**src/rtl/rasterix_cmd_dispatcher_if.sv**
```systemverilog
// Command-stream bundle between the host, the dispatcher and the rasterizer cores.
// The slave modport is the dispatcher's view; the master modport is the host/core side.
interface rasterix_cmd_dispatcher_if #(
    parameter int NUM_CORES        = 2,
    parameter int CMD_STREAM_WIDTH = 32
);
    logic                                  s_cmd_axis_tvalid;
    logic                                  s_cmd_axis_tready;
    logic                                  s_cmd_axis_tlast;
    logic [CMD_STREAM_WIDTH-1:0]           s_cmd_axis_tdata;
    logic [NUM_CORES-1:0]                  m_cmd_axis_tvalid;
    logic [NUM_CORES-1:0]                  m_cmd_axis_tready;
    logic [NUM_CORES-1:0]                  m_cmd_axis_tlast;
    logic [NUM_CORES*CMD_STREAM_WIDTH-1:0] m_cmd_axis_tdata;

    modport slave (
        input  s_cmd_axis_tvalid, s_cmd_axis_tlast, s_cmd_axis_tdata, m_cmd_axis_tready,
        output s_cmd_axis_tready, m_cmd_axis_tvalid, m_cmd_axis_tlast, m_cmd_axis_tdata
    );

    modport master (
        output s_cmd_axis_tvalid, s_cmd_axis_tlast, s_cmd_axis_tdata, m_cmd_axis_tready,
        input  s_cmd_axis_tready, m_cmd_axis_tvalid, m_cmd_axis_tlast, m_cmd_axis_tdata
    );
endinterface

```
**src/rtl/rasterix_cmd_dispatcher.sv**
```systemverilog
// Packet-granular router: consumes a one-word routing header per packet and fans the
// payload out (unicast / broadcast / round-robin) through a registered output slice.
module rasterix_cmd_dispatcher #(
    parameter int NUM_CORES        = 2,
    parameter int CMD_STREAM_WIDTH = 32,
    parameter int DEST_WIDTH       = 8
) (
    input  logic                            aclk,
    input  logic                            resetn,
    rasterix_cmd_dispatcher_if.slave        cmd,
    output logic                            busy,
    output logic                            err_bad_header
);
    localparam int W    = CMD_STREAM_WIDTH;
    localparam int RR_W = (NUM_CORES > 1) ? $clog2(NUM_CORES) : 1;

    typedef enum logic [1:0] {IDLE, STREAM, DROP} state_t;

    state_t               r_state, w_state_nxt;
    logic [NUM_CORES-1:0] r_mask, w_mask_nxt, w_hdr_mask;
    logic [NUM_CORES-1:0] r_valid, w_valid_nxt;
    logic                 r_rr_mode, w_rr_mode_nxt;
    logic [RR_W-1:0]      r_rr_ptr, w_rr_ptr_nxt, w_rr_inc;
    logic                 r_last, w_last_nxt;
    logic [W-1:0]         r_data, w_data_nxt;
    logic                 r_err, w_err_nxt;
    logic                 w_slice_free, w_in_ready, w_accept, w_hdr_bad;
    logic [1:0]           w_mode;
    logic [DEST_WIDTH-1:0] w_dest;

    assign w_mode = cmd.s_cmd_axis_tdata[W-1 -: 2];
    assign w_dest = cmd.s_cmd_axis_tdata[DEST_WIDTH-1:0];

    // A new word may enter only if no targeted channel is still stalled this cycle.
    assign w_slice_free = ~|(r_valid & ~cmd.m_cmd_axis_tready);
    assign w_in_ready   = resetn & ((r_state == DROP) | w_slice_free);
    assign w_accept     = cmd.s_cmd_axis_tvalid & w_in_ready;
    assign w_rr_inc     = (r_rr_ptr == RR_W'(NUM_CORES - 1)) ? '0 : r_rr_ptr + 1'b1;

    // NOTE: every output of a combinational block gets a default first, so no path infers a latch.
    always_comb begin
        w_hdr_mask = '0;
        w_hdr_bad  = 1'b0;
        case (w_mode)
            2'b00: begin
                w_hdr_bad = 32'(w_dest) >= 32'(NUM_CORES);
                for (int i = 0; i < NUM_CORES; i++) w_hdr_mask[i] = (32'(w_dest) == i);
            end
            2'b01:   w_hdr_mask = '1;
            2'b10: begin
                for (int i = 0; i < NUM_CORES; i++) w_hdr_mask[i] = (32'(r_rr_ptr) == i);
            end
            default: w_hdr_bad = 1'b1;
        endcase
    end

    always_comb begin
        w_state_nxt   = r_state;
        w_mask_nxt    = r_mask;
        w_rr_mode_nxt = r_rr_mode;
        w_rr_ptr_nxt  = r_rr_ptr;
        w_valid_nxt   = r_valid & ~cmd.m_cmd_axis_tready;
        w_data_nxt    = r_data;
        w_last_nxt    = r_last;
        w_err_nxt     = 1'b0;
        unique case (r_state)
            IDLE: if (w_accept) begin
                if (w_hdr_bad) begin
                    w_err_nxt = 1'b1;
                    if (!cmd.s_cmd_axis_tlast) w_state_nxt = DROP;
                end else if (cmd.s_cmd_axis_tlast) begin
                    // Empty packet: nothing forwarded, but a round-robin slot is still spent.
                    if (w_mode == 2'b10) w_rr_ptr_nxt = w_rr_inc;
                end else begin
                    w_state_nxt   = STREAM;
                    w_mask_nxt    = w_hdr_mask;
                    w_rr_mode_nxt = (w_mode == 2'b10);
                end
            end
            STREAM: if (w_accept) begin
                w_valid_nxt = r_mask;
                w_data_nxt  = cmd.s_cmd_axis_tdata;
                w_last_nxt  = cmd.s_cmd_axis_tlast;
                if (cmd.s_cmd_axis_tlast) begin
                    w_state_nxt = IDLE;
                    if (r_rr_mode) w_rr_ptr_nxt = w_rr_inc;
                end
            end
            DROP: if (w_accept && cmd.s_cmd_axis_tlast) w_state_nxt = IDLE;
            default: w_state_nxt = IDLE;
        endcase
    end

    // NOTE: sequential state uses non-blocking assignments so every register samples pre-edge values.
    always_ff @(posedge aclk) begin
        if (!resetn) begin
            r_state   <= IDLE;
            r_mask    <= '0;
            r_rr_mode <= 1'b0;
            r_rr_ptr  <= '0;
            r_valid   <= '0;
            r_data    <= '0;
            r_last    <= 1'b0;
            r_err     <= 1'b0;
        end else begin
            r_state   <= w_state_nxt;
            r_mask    <= w_mask_nxt;
            r_rr_mode <= w_rr_mode_nxt;
            r_rr_ptr  <= w_rr_ptr_nxt;
            r_valid   <= w_valid_nxt;
            r_data    <= w_data_nxt;
            r_last    <= w_last_nxt;
            r_err     <= w_err_nxt;
        end
    end

    assign cmd.s_cmd_axis_tready = w_in_ready;
    assign cmd.m_cmd_axis_tvalid = r_valid;
    assign cmd.m_cmd_axis_tlast  = {NUM_CORES{r_last}};
    assign cmd.m_cmd_axis_tdata  = {NUM_CORES{r_data}};
    assign busy                  = (r_state != IDLE) | (|r_valid);
    assign err_bad_header        = r_err;
endmodule
```
**src/flat_wrapper.sv**
```systemverilog
// flat-port wrapper written by rule: the top's interface ports become plain ports
module rasterix_cmd_dispatcher_flat 
#(
    parameter int NUM_CORES        = 2,
    parameter int CMD_STREAM_WIDTH = 32,
    parameter int DEST_WIDTH       = 8
)
  (aclk, resetn, busy, err_bad_header, cmd_s_cmd_axis_tvalid, cmd_s_cmd_axis_tlast, cmd_s_cmd_axis_tdata, cmd_m_cmd_axis_tready, cmd_s_cmd_axis_tready, cmd_m_cmd_axis_tvalid, cmd_m_cmd_axis_tlast, cmd_m_cmd_axis_tdata);
  rasterix_cmd_dispatcher_if #(.NUM_CORES(NUM_CORES), .CMD_STREAM_WIDTH(CMD_STREAM_WIDTH)) cmd_i ();
  input  logic aclk;
  input  logic resetn;
  output logic busy;
  output logic err_bad_header;
  input wire logic [$bits(cmd_i.s_cmd_axis_tvalid)-1:0] cmd_s_cmd_axis_tvalid;
  input wire logic [$bits(cmd_i.s_cmd_axis_tlast)-1:0] cmd_s_cmd_axis_tlast;
  input wire logic [$bits(cmd_i.s_cmd_axis_tdata)-1:0] cmd_s_cmd_axis_tdata;
  input wire logic [$bits(cmd_i.m_cmd_axis_tready)-1:0] cmd_m_cmd_axis_tready;
  output wire logic [$bits(cmd_i.s_cmd_axis_tready)-1:0] cmd_s_cmd_axis_tready;
  output wire logic [$bits(cmd_i.m_cmd_axis_tvalid)-1:0] cmd_m_cmd_axis_tvalid;
  output wire logic [$bits(cmd_i.m_cmd_axis_tlast)-1:0] cmd_m_cmd_axis_tlast;
  output wire logic [$bits(cmd_i.m_cmd_axis_tdata)-1:0] cmd_m_cmd_axis_tdata;
  assign cmd_i.s_cmd_axis_tvalid = cmd_s_cmd_axis_tvalid;
  assign cmd_i.s_cmd_axis_tlast = cmd_s_cmd_axis_tlast;
  assign cmd_i.s_cmd_axis_tdata = cmd_s_cmd_axis_tdata;
  assign cmd_i.m_cmd_axis_tready = cmd_m_cmd_axis_tready;
  assign cmd_s_cmd_axis_tready = cmd_i.s_cmd_axis_tready;
  assign cmd_m_cmd_axis_tvalid = cmd_i.m_cmd_axis_tvalid;
  assign cmd_m_cmd_axis_tlast = cmd_i.m_cmd_axis_tlast;
  assign cmd_m_cmd_axis_tdata = cmd_i.m_cmd_axis_tdata;
  rasterix_cmd_dispatcher #(.NUM_CORES(NUM_CORES), .CMD_STREAM_WIDTH(CMD_STREAM_WIDTH), .DEST_WIDTH(DEST_WIDTH)) u_core (.aclk(aclk), .resetn(resetn), .cmd(cmd_i), .busy(busy), .err_bad_header(err_bad_header));
endmodule
```
**config.mk**
```make
export PLATFORM = sky130hd
export DESIGN_NAME = rasterix_cmd_dispatcher_flat
export DESIGN_NICKNAME = d
export VERILOG_FILES = /design/src/rtl/rasterix_cmd_dispatcher_if.sv /design/src/rtl/rasterix_cmd_dispatcher.sv /design/src/flat_wrapper.sv
export SDC_FILE = /design/constraint.sdc
export NUM_CORES = 1
export LEC_CHECK = 0
export CORE_MARGIN = 3
export CORE_UTILIZATION = 35
export CTS_CLUSTER_SIZE = 30
export DETAILED_ROUTE_END_ITERATION = 6
export GPL_ROUTABILITY_DRIVEN = 0
export HOLD_SLACK_MARGIN = 0.15
export PLACE_DENSITY_LB_ADDON = 0.08
export SYNTH_ARGS = -nofsm -noshare
export SYNTH_HDL_FRONTEND = slang
export SYNTH_SLANG_ARGS = --single-unit
```
**constraint.sdc**
```tcl
create_clock -name aclk -period 1.7 [get_ports aclk]
set_input_delay 0.34 -clock aclk [delete_from_list [all_inputs] [get_ports aclk]]
set_output_delay 0.34 -clock aclk [all_outputs]
set_load 0.01 [all_outputs]
```
==> results.json <==
{
  "crit_arrival_ns": 1.30,
  "numClockSinks": 42,
  "synthArstFlopShare_pct": 0,
  "syn_inst": 248,
  "post_drt_wl_per_cell_um": 12.7,
  "power.switching_w": 0.000466,
  "initial_utilization_pct": 37.7,
  "setup_viol": 0,
  "path_buf_inv": 1,
  "synth_top_family_by_area": "simple AND/OR/NAND/NOR gates",
  "synth_area_mm2": 0.00200,
  "slew_headroom_pct": 75.2,
  "vias": 1946,
  "synth_edf_count": 0,
  "critical_path.max_fanout": 3,
  "skew_ns": 0.00296,
  "cts_hold_buf": 0,
  "power.internal_w": 0.00144,
  "powerDensity_mw_per_mm2": 603,
  "clock.fmax_mhz": 610,
  "clock_path_buffers": 2,
  "synth-simple-area-share_pct": 22.2,
  "rsz0062_at_grt": "no",
  "gr-total-overflow": 0,
  "port_buffers": 108,
  "grt_max_degree": 34,
  "synth.most_common_cell": "nand2_1",
  "fin_cells": 414,
  "first_iter_violations": 52,
  "wirelength_um": 5260,
  "detailed_place_hpwl_um": 3970,
  "ys.flop_type": "dfxtp_1",
  "cts_tree": "done",
  "p_seq_share_pct": 52.5,
  "timing.hold.ws_ns": 0.434,
  "synthMuxAreaShare_pct": 1.00,
  "synth_top_cell_by_area": "dfxtp_1",
  "dieArea_mm2": 0.00666,
  "min_period_over_period_pct": 96.4,
  "yosys.area.top_type_share_pct": 42.0,
  "cp-end-kind": "primary output",
  "path_clk_slew_ns": 0.08,
  "avgViaCountPerCell": 4.70,
  "synth_area_leaders": "dfxtp_1 42%, buf_4 13%, nand2_1 13%",
  "fp.dieW_um": 81.6,
  "drc": 0,
  "syn_nets": 290,
  "crit_slowest_cell": "or4_1",
  "holdPathStages": 3,
  "grt_pass1_wl_um": 8410,
  "track_usage_pct": 16.2,
  "cp_cell_sequence": "or4_1, buf_2",
  "hold_end": "u_core.r_data[6]",
  "synth-xor-area-share_pct": 0,
  "ys_seq_area_share_pct": 42.0,
  "power_frac_clock_pct": 33.3,
  "status": "finished, final reports clean",
  "ys_ff_latch": 42,
  "pre_cts_ws_ns": -0.519,
  "synthAdderAreaFrac_pct": 2.50,
  "reg2reg_to": "u_core.r_data[19]",
  "rr_worst_depth": 6,
  "rows": 26,
  "pwr-share-comb_pct": 14.2,
  "reg2reg_setup_slack_ns": 0.18,
  "grt_pass1_vias": 1833,
  "irDropWorstVdd_v": 0.000393,
  "die_h_um": 81.6,
  "crit_required_ns": 1.36,
  "cts_root_buf": "clkbuf_8",
  "ant_nets": 0,
  "core_mm2": 0.00530,
  "drive_gt1_share_pct": 13.1,
  "cts_buffers": 5,
  "finalPower_w": 0.00191,
  "ys_types": 38,
  "crit_family": "simple AND/OR/NAND/NOR gates",
  "syn_avg_cell_area_um2": 8.07,
  "dp.cells": 402,
  "syn_to_final_growth_pct": 58.4,
  "drv_cap": 0,
  "synth_commonest_cells": "68 x nand2_1, 42 x dfxtp_1, 39 x a21oi_1",
  "yosysWarnings": 0,
  "power_leakage_nw": 1.18,
  "worstSkewPairLatency_ns": 0.29,
  "final_nets": 385,
  "antenna_cells": 0,
  "synth_compound_area_share_pct": 14.8,
  "hold_violations": 0,
  "r2r_start": "u_core.r_state[1]",
  "worst_pin_slew_ns": 0.367,
  "finalMaxSlewViolations": 0,
  "min-delay-start": "cmd_s_cmd_axis_tdata[6]",
  "crit_type": "flop to primary output",
  "critPathMaxStageDelay_ns": 0.52,
  "setup_ws_ns": 0.0612,
  "h-tree-depth": 2,
  "hold_class": "input port to flop",
  "drt_pass1_iterations": 4,
  "antenna_found_initial": 0,
  "num_io_pins": 109,
  "period_needed_ns": 1.64,
  "swShare_pct": 24.4,
  "cp-start-kind": "flop"
}
layer usage:
metal  GRT usage (%)  wire length [µm]
met1            20.3              2250
met2            27.1              2550
met3            4.39               405
met4            4.98                53
met5               0                 0
final cells by class:
cell class / count / area (µm²)
flip-flops and latches: 42 / 841
clock inverters: 2 / 13.8
inverters: 7 / 26.3
clock buffers: 6 / 72.6
multi-input cells: 153 / 845
fillers: 495 / 2130
well taps: 70 / 87.6
repair buffers: 134 / 1280
through the flow:
| step | utilization, % | TNS, ns | area (µm²) |
|---|---|---|---|
| floorplan | - | 0 | 2020 |
| global placement | 57.6 | -7.35 | 3050 |
| detailed placement | 57.6 | -7.70 | 3050 |
| CTS | 59.7 | 0 | 3170 |
| global route | 59.8 | 0 | 3170 |
| finish | 59.8 | 0 | 3170 |
power groups by stage:
stage	clock network, W	registers, W	logic [W]
3_5_place_dp	0	0.00103	0.000276
4_1_cts	0.000656	0.00100	0.000273
6_report	0.000636	0.00100	0.000270
5_1_grt	0.000701	0.00101	0.000295
2_1_floorplan	0	0.00103	0.000104
3_3_place_gp	0	0.00103	0.000276
timing repair:
| action | CTS | global route |
|---|---|---|
| pin swaps | 8 | 3 |
| setup endpoints to repair | 9 | 2 |
| hold endpoints to repair | 0 | 0 |
| gates cloned | 0 | 0 |
| setup buffers | 4 | 0 |
| resized for setup | 24 | 1 |
logic make-up after synthesis:
group	Yosys count
and+or+nand+nor	95
buffers and inverters	53
AOI/OAI and AO/OA	52
DFF	42
adders and majority gates	4
muxes	2
worst register-to-register path, stage by stage, from the launching register on:
cell and delay (ns):
dfxtp_1 0.32, buf_4 0.16, and3b_1 0.28, and4_1 0.29, buf_12 0.21, nand2_1 0.08, a21oi_1 0.13
cell usage in the layout, fill, tap and decap left out, drive strengths merged, types with 3 or more instances in the layout:
cell,netlist,layout
a21oi,39,39
nor2,3,3
o21ai,3,3
dfxtp,42,42
inv,7,7
buf,39,28
ha,4,4
clkbuf,7,6
dlygate4sd2,0,8
nand4,6,6
clkdlybuf4s50,0,95
nor3,3,3
nand2,68,68
worst max-delay path by stage:
stage	from	endpoint	slack, ns	cells past startpoint
after floorplan	cmd_s_cmd_axis_tdata[31]	u_core.r_state[0]	0.0006	6
after global placement	cmd_m_cmd_axis_tready[1]	cmd_s_cmd_axis_tready	-0.49	5
after detailed placement	cmd_m_cmd_axis_tready[1]	cmd_s_cmd_axis_tready	-0.52	5
after CTS	cmd_s_cmd_axis_tdata[30]	u_core.r_state[0]	0.03	7
after global routing	cmd_s_cmd_axis_tdata[30]	u_core.r_state[0]	0.009	7
final	u_core.r_state[0]	busy	0.06	2
registers in the layout, summed over array words and instances (netlist names):
| name | flops |
|---|---|
| u_core.cmd.m_cmd_axis_tvalid | 2 |
| u_core.err_bad_header | 1 |
| u_core.r_data | 32 |
| u_core.r_last | 1 |
| u_core.r_mask | 2 |
| u_core.r_rr_mode | 1 |
| u_core.r_rr_ptr | 1 |
| u_core.r_state | 2 |
Power figures use the tool's default switching activity.
